--- config.mk ---
export PLATFORM = sky130hd
export DESIGN_NAME = inv_expand_key_128
export DESIGN_NICKNAME = d
export VERILOG_FILES = /design/src/rtl/aes_key_pkg.sv /design/src/rtl/sub_word_reg.sv /design/src/rtl/inv_expand_key_128.sv
export SDC_FILE = /design/constraint.sdc
export NUM_CORES = 2
export LEC_CHECK = 0
export BUFFER_PORTS_ARGS = -buffer_cell sky130_fd_sc_hd__buf_2
export CAP_MARGIN = 30
export CELL_PAD_IN_SITES_DETAIL_PLACEMENT = 1
export CELL_PAD_IN_SITES_GLOBAL_PLACEMENT = 2
export CORE_UTILIZATION = 42
export CTS_CLUSTER_DIAMETER = 120
export DETAILED_ROUTE_END_ITERATION = 16
export PLACE_DENSITY = 0.95
export SYNTH_ARGS = -nofsm -noshare
export SYNTH_HDL_FRONTEND = slang
export SYNTH_SLANG_ARGS = --single-unit
--- constraint.sdc ---
create_clock -name clk -period 66 [get_ports clk]
set_clock_uncertainty 0.1 [all_clocks]
set_input_delay 6.6 -clock clk [delete_from_list [all_inputs] [get_ports clk]]
set_output_delay 6.6 -clock clk [all_outputs]
set_load 0.02 [all_outputs]
--- src/rtl/aes_key_pkg.sv ---
// Shared AES-128 key-schedule definitions: rcon constants, inverse
// schedule FSM states and the RotWord helper.
package aes_key_pkg;

    localparam logic [7:0] RCON_LAST       = 8'h36;
    localparam logic [7:0] RCON_WRAP       = 8'h1b;
    localparam logic [7:0] RCON_AFTER_WRAP = 8'h80;
    localparam int         NUM_ROUND_KEYS  = 11;

    typedef enum logic [1:0] {
        ST_IDLE = 2'd0,
        ST_EMIT = 2'd1,
        ST_SUB  = 2'd2,
        ST_DONE = 2'd3
    } ikey_state_t;

    // Cyclic byte rotate left: {b0,b1,b2,b3} -> {b1,b2,b3,b0}
    function automatic logic [31:0] rot_word(input logic [31:0] w);
        return {w[23:0], w[31:24]};
    endfunction

endpackage

--- src/rtl/sub_word_reg.sv ---
// SubWord primitive: four forward AES S-boxes on a 32-bit word, registered
// output. Pure data path, so it carries no reset. The S-box is computed as
// the GF(2^8) multiplicative inverse followed by the affine transform.
module sub_word_reg (
    input  logic        clk,
    input  logic [31:0] word_in,
    output logic [31:0] word_out
);

    function automatic logic [7:0] gf_mul(input logic [7:0] a, input logic [7:0] b);
        logic [7:0] acc;
        logic [7:0] t;
        acc = '0;
        t   = a;
        for (int i = 0; i < 8; i++) begin
            if (b[i]) acc = acc ^ t;
            t = {t[6:0], 1'b0} ^ (t[7] ? 8'h1b : 8'h00);
        end
        return acc;
    endfunction

    // Inverse as x^254 (maps 0 to 0), then the forward affine map
    function automatic logic [7:0] sbox(input logic [7:0] x);
        logic [7:0] x2, x3, x6, x12, x15, x240, inv;
        x2   = gf_mul(x, x);
        x3   = gf_mul(x2, x);
        x6   = gf_mul(x3, x3);
        x12  = gf_mul(x6, x6);
        x15  = gf_mul(x12, x3);
        x240 = gf_mul(x15, x15);
        x240 = gf_mul(x240, x240);
        x240 = gf_mul(x240, x240);
        x240 = gf_mul(x240, x240);
        inv  = gf_mul(gf_mul(x240, x12), x2);
        return inv ^ {inv[6:0], inv[7]} ^ {inv[5:0], inv[7:6]}
                   ^ {inv[4:0], inv[7:5]} ^ {inv[3:0], inv[7:4]} ^ 8'h63;
    endfunction

    logic [3:0][7:0] sub_c;

    for (genvar g = 0; g < 4; g++) begin : g_byte
        assign sub_c[g] = sbox(word_in[8*g +: 8]);
    end

    // Capture every cycle; the consumer knows when the result is meaningful
    always_ff @(posedge clk) begin
        word_out <= sub_c;
    end

endmodule

--- src/rtl/inv_expand_key_128.sv ---
// Iterative AES-128 inverse key schedule. Starting from the round-10 key,
// each SUB step undoes one forward expansion step and the resulting key is
// offered on a valid/ready stream, rounds 10 down to 0.
module inv_expand_key_128
    import aes_key_pkg::*;
#(
    parameter int RK_ROUND_W = 4
) (
    input  logic                  clk,
    input  logic                  rst_n,
    input  logic                  start,
    input  logic [127:0]          key_in,
    output logic                  busy,
    output logic                  rk_valid,
    input  logic                  rk_ready,
    output logic [127:0]          rk_out,
    output logic [RK_ROUND_W-1:0] rk_round,
    output logic                  done
);

    ikey_state_t           state;
    logic [127:0]          key_r;
    logic [RK_ROUND_W-1:0] round_r;
    logic [7:0]            rcon_r;

    logic [31:0]  a0, a1, a2, a3;
    logic [31:0]  sub_in, s_word;
    logic [127:0] next_key;
    logic [7:0]   next_rcon;

    // Recovered w[i+3] = a3^a2 feeds the S-box; key_r is stable across the
    // accepting EMIT edge, so the registered SubWord is ready during SUB.
    assign {a0, a1, a2, a3} = key_r;
    assign sub_in           = rot_word(a3 ^ a2);

    sub_word_reg u_sub_word (
        .clk      (clk),
        .word_in  (sub_in),
        .word_out (s_word)
    );

    assign next_key  = {a0 ^ s_word ^ {rcon_r, 24'h0}, a1 ^ a0, a2 ^ a1, a3 ^ a2};
    // rcon walks backwards: 36,1b, then 80 down to 01
    assign next_rcon = (rcon_r == RCON_WRAP) ? RCON_AFTER_WRAP : (rcon_r >> 1);

    assign rk_out   = key_r;
    assign rk_round = round_r;

    // Schedule FSM with registered busy/valid/done
    always_ff @(posedge clk or negedge rst_n) begin
        if (!rst_n) begin
            state    <= ST_IDLE;
            busy     <= 1'b0;
            rk_valid <= 1'b0;
            done     <= 1'b0;
            key_r    <= '0;
            round_r  <= '0;
            rcon_r   <= '0;
        end else begin
            case (state)
                ST_IDLE: begin
                    done <= 1'b0;
                    if (start) begin
                        key_r    <= key_in;
                        round_r  <= RK_ROUND_W'(NUM_ROUND_KEYS - 1);
                        rcon_r   <= RCON_LAST;
                        busy     <= 1'b1;
                        rk_valid <= 1'b1;
                        state    <= ST_EMIT;
                    end
                end
                ST_EMIT: begin
                    if (rk_ready) begin
                        rk_valid <= 1'b0;
                        if (round_r == '0) begin
                            busy  <= 1'b0;
                            done  <= 1'b1;
                            state <= ST_DONE;
                        end else begin
                            state <= ST_SUB;
                        end
                    end
                end
                ST_SUB: begin
                    key_r    <= next_key;
                    round_r  <= round_r - RK_ROUND_W'(1);
                    rcon_r   <= next_rcon;
                    rk_valid <= 1'b1;
                    state    <= ST_EMIT;
                end
                ST_DONE: begin
                    done  <= 1'b0;
                    state <= ST_IDLE;
                end
                default: begin
                    busy     <= 1'b0;
                    rk_valid <= 1'b0;
                    done     <= 1'b0;
                    state    <= ST_IDLE;
                end
            endcase
        end
    end

endmodule
[Word-level counts from Yosys, hierarchy flattened]
Index checks and enable logic that the tools add are counted.
Storage, ports and cells
  flip-flop bits (word level): 177
Cells by class
  $add $sub $neg: 1
  equal/unequal tests: 7
  muxes and demuxes: 680
  bitwise logic cells: 641
  reduce and logical (&&, ||, !) cells: 12
Operators with widths (count)
  XOR 8 bit: 632
  2-to-1 mux 8 bit: 354
  2-to-1 mux 5 bit: 308
  one-hot mux 128 bit (2 select lines): 1
  XOR 32 bit: 5
  2-to-1 mux 128 bit: 1
  NOT 4 bit: 4
  one-hot mux 8 bit (2 select lines): 1
  == test 8 x 5 -> 1 bit (second input constant): 1
  one-hot mux 2 bit (4 select lines): 1
  one-hot mux 4 bit (2 select lines): 1
  2-to-1 mux 1 bit: 7
  != test 2 bit (second input constant): 3
  AND reduction 3 bit: 2
  nonzero test 2 bit: 3
  == test 2 bit (second input constant): 2
  logical NOT 4 bit: 1
  2-to-1 mux 2 bit: 2
  2-to-1 mux 4 bit: 1
  one-hot mux 1 bit (2 select lines): 2
  AND reduction 2 bit: 2
  AND reduction 4 bit: 1
  subtractor 4 x 1 -> 4 bit (second input constant): 1
  one-hot mux 1 bit (3 select lines): 1
  other kinds (4): 4

[Longest topological paths before layout]
  depth after elaboration: 182
  mapped depth: 83
  depth with buffers taken out: 70

[Hierarchy]
A second synthesis with hierarchy kept.
Unflattened totals
  cell total of the unflattened synthesis: 7085
  area total of the unflattened synthesis: 55957.4 um2
Modules (own cells, without submodules)
  sub_word_reg: times used 1, cells an instance 6024, area an instance 46524.6 um2, seq. area each 640.6 um2
  inv_expand_key_128: times used 1, cells an instance 1061, area an instance 9432.8 um2, seq. area each 3628.5 um2

[Worst setup path after synthesis]
Ideal clock, no wire load.
  path kind: flip-flop to flip-flop
  start: register key_r[48] (netlist: rk_out[48])
  end: register u_sub_word.word_out[29]
  arrival: 20.547 ns
  path slack: 45.224 ns
  cell stages (with the launch flop): 80
  clock period less this slack: 20.776 ns
  cells stage by stage: dfrtp_1 > xnor2_1 > inv_1 > buf_2 > ha_1 > buf_2 > xor3_1 > xnor2_1 > and2_1 > xnor2_1 > xnor3_1 > xnor2_1 > a211o_1 > a211oi_1 > nor3_1 > nor2_2 > inv_1 > clkbuf_1 > [44 not listed] > xnor2_1 > nor2_1 > xnor2_1 > xnor3_1 > or4_1 > o311ai_1 > xnor3_1 > xnor2_4 > xor2_2 > xnor2_1 > buf_6 > xor2_1 > o21ai_2 > xor2_1 > xnor2_1 > xnor2_2 > xor2_2 > xnor3_1
RTL lines
  start, declared: line inv_expand_key_128.sv:22  | logic [127:0] key_r;
  start signal, assigned: line inv_expand_key_128.sv:64  | key_r <= key_in;
  start signal, assigned: line inv_expand_key_128.sv:85  | key_r <= next_key;
  end signal, assigned: line sub_word_reg.sv:47  | word_out <= sub_c;
  end, declared: line sub_word_reg.sv:7  | output logic [31:0] word_out

==> results.md <==
Outcome:
- The flow ran to the end, and the final reports show no timing, DRC or antenna violations.

Final layout:
- Of the cells placed in the final design, the portion with a size suffix greater than 1 is 0.1105.
- Summing all non-filler instances in the final layout gives an area of 57170 µm².
- The area growth from synthesis to layout is 7.621%.
- In the layout the commonest cells are xnor2_1 (1182), nor2_1 (718), nand2_1 (610), xor2_1 (424), a21oi_1 (398).
- After the last flow step, the layout net total stands at 6942.
- The library cell used most frequently in the layout, excluding fill and tap cells, is xnor2_1.

Global route:
- The number of antenna violations at the first check in global routing is 10.
- Entering global routing, the biggest net connects a little over 80 pins.
- After global routing, the most crowded layer is met2.
- For met2 alone, demand over resource in global routing was 0.4623.
- For this run, global-route usage on met3 was measured as 0.03176.
- The met1 capacity usage during global routing is 0.3841.
- For this run, the total global-route usage over all layers was measured as 0.2792.
- The via count of the first global-routing pass is about 51000.
- Summed over all layers, the global routing overflow is 0.
- The first-pass GRT wire length is approximately 290 mm.

Floorplan:
- The initial core utilization is 0.4231.
- The full die area is 127900 µm².
- The core outline area is 125600 µm².
- From left edge to right edge, the die measures 357.7 µm.
- The number of placed I/O pins is 267.
- In this run the core area contains between 100 and 150 standard-cell rows.
- The die is 357.7 µm tall.

Min path:
- The worst hold path belongs to the class flip-flop to flip-flop.
- The launch point of the worst hold path is u_sub_word.word_out[17].

Detailed routing:
- The DRC marker count from the first detailed-route iteration is roughly 3600.
- For this block, the routed nets add up to between 150 and 200 mm of wire.
- The number of iterations in the first detailed-routing pass is 6.
- The DRC violation count after routing is 0.
- Dividing the detail-routed wire length by the instance count gives 21.71 µm.
- The post-detailed-route count of antenna-violating nets is 0.
- The number of vias per cell after detailed routing is 5.984.
- The routed layout has 50510 vias.

Critical path:
- The launching point of the worst reg2reg path is rk_out[48].
- In this run the worst path has a maximum fanout of 36.
- The register-to-register path setup slack is 39.71 ns.
- The worst setup path is launched from a flip-flop.
- The dominant cell type by count on the critical path is xnor2_1.
- The critical path in this run is classified as flip-flop to flip-flop.
- Data on the critical path arrives at its endpoint at 26.62 ns.
- The library cell contributing the largest single delay on the critical path is xnor3_1.
- The number of buffers and inverters on the critical path is 6.
- The largest delay contributor family on the critical path is XOR/XNOR gates.
- At the worst endpoint, the required time is 66.33 ns.
- The launch point of the worst path is rk_out[48].
- In this design, the stage delay of the slowest critical-path cell is 0.88 ns.
- The worst setup path is captured at a flip-flop.

Logic synthesis:
- The count of warnings emitted by yosys is 0.
- The async set-reset flop share out of synthesis is 0.8192.
- Yosys mapped the design onto around 110 distinct sky130hd cell types.
- Among all flip-flop cells after synthesis, the most frequent one is dfrtp_1.
- The average instance in the mapped netlist occupies between 7 and 8 µm².
- The post-synthesis net count is between 6000 and 7000.
- For this run, the register share of the synthesized area comes to 0.08036.
- Synthesis inferred roughly 180 register bits.
- The area of the mapped netlist is around 53000 µm².
- The number of enable-type register cells in the synthesized netlist is 0.
- The count of mapped cells out of synthesis is approximately 6700.

Place:
- Once placement finished, the instance area stood at 56460 µm².
- The half-perimeter wire length of the detailed placement result is 135.2 mm.
- The number of I/O port buffers is 266.
- Before CTS, the worst setup slack after placement is roughly 40 ns.
- The final RePlAce weighted congestion is 0.9002.

Timing:
- Setup repair after global routing left no endpoint under its margin.
- The number of pins exceeding their max-slew limit in the final report is 0.
- The highest achievable clock rate is 38.04 MHz.
- Final hold analysis gives a worst-case slack of 0.3870 ns.
- The least setup slack across all paths after layout is 39.71 ns.
- The minimum clock period is 26.29 ns.
- The fraction of the cycle the final worst path needs is 0.3984.
- The final hold violation count was 0.
- Setup violations remaining at the end of the flow were counted as 0.
- The remaining max-slew budget at the tightest pin is 0.2784.
- In the final timing run, aggregate negative setup slack is 0 ns.
- At the pin with the least slew margin, the transition time is roughly 1.1 ns.

Clock tree:
- After clock tree synthesis, the clock-pin slew on the worst setup and hold paths is 0.11 ns.
- Clock tree synthesis inserted a total of 17 buffers.
- The CTS tree is yes.
- Hold repair after CTS inserted 0 buffers.
- The root buffer cell is clkbuf_16.
- The count of H-tree levels built during CTS is 4.
- The post-CTS repair timing setup buffer count is 0.
- For this design, the sink count on the clock tree is 177.
- The clock insertion delay at the later pin of the skew report is 0.57 ns.
- The longest clock path from root to sink contains 2 buffers.
- The post-CTS resize count is 0.

Run:
- The max-cap violation count is 0.
final cells by class:
cell class                      instances  area (µm²)
Timing Repair Buffer                  477        2955
Tap cell                             1650        2064
Clock inverter                         14       163.9
Antenna cell                            4       10.01
Clock buffer                           18       439.2
Inverter                               97       366.6
Multi-Input combinational cell       6004       46910
Fill cell                           15440       68400
Sequential cell                       177        4269
registers in the layout, indices dropped and copies added (netlist names):
register and count:
state 2, rcon_r 8, rk_valid 1, busy 1, rk_out 128, rk_round 4, u_sub_word.word_out 32, done 1
worst paths after layout:
path,endpoint,cells past startpoint
max,u_sub_word.word_out[30],69
min,rk_out[113],2
max reg2reg,u_sub_word.word_out[30],69
min reg2reg,rk_out[113],2
max in group asynchronous,rk_out[61],3
min in group asynchronous,rk_out[100],1
Yosys cell counts (all sizes together), types with 145 or more instances:
cell type,number,area [µm²]
a21oi,401,2018
o21ai,368,1849
nand2,611,2293
nand3,258,1291
clkbuf,320,1202
nor2,721,2716
xnor3,339,7644
dfrtp,145,3628
nor3,158,800.8
mux2i,171,1712
xnor2,1264,11570
xor2,451,4093
o22ai,146,913.4
kinds of logic after synthesis:
logic type	count (synthesis)	synth area share
and+or+nand+nor	2129	0.1812
DFF	177	0.08036
buffers and inverters	553	0.04268
AOI/OAI and AO/OA	1518	0.1853
muxes	220	0.04282
xor gates and xnor gates	2099	0.4588
adders and majority gates	38	0.008855
per-stage QoR:
step | util | std cells
global route | 0.4553 | 8439
floorplan | - | 6734
CTS | 0.4545 | 8428
finish | 0.4553 | 8441
detailed placement | 0.4497 | 8396
global placement | 0.4496 | 8395
routing by layer:
metal | vias to the layer above | part of all wire
li1 | 23620 | -
met1 | 25350 | 0.46
met2 | 1311 | 0.47
met3 | 226 | 0.050
met4 | 4 | 0.023
met5 | - | 0.00013
tightest hold or removal path, cell delays in order (launching register included):
cell,delay [ns]
dfxtp_1,0.31
nand2_1,0.06
o211ai_1,0.08
Power is left out: the tool's default activity adds up to more than one toggle a clock period on the data nets, which glitch-free logic cannot reach.
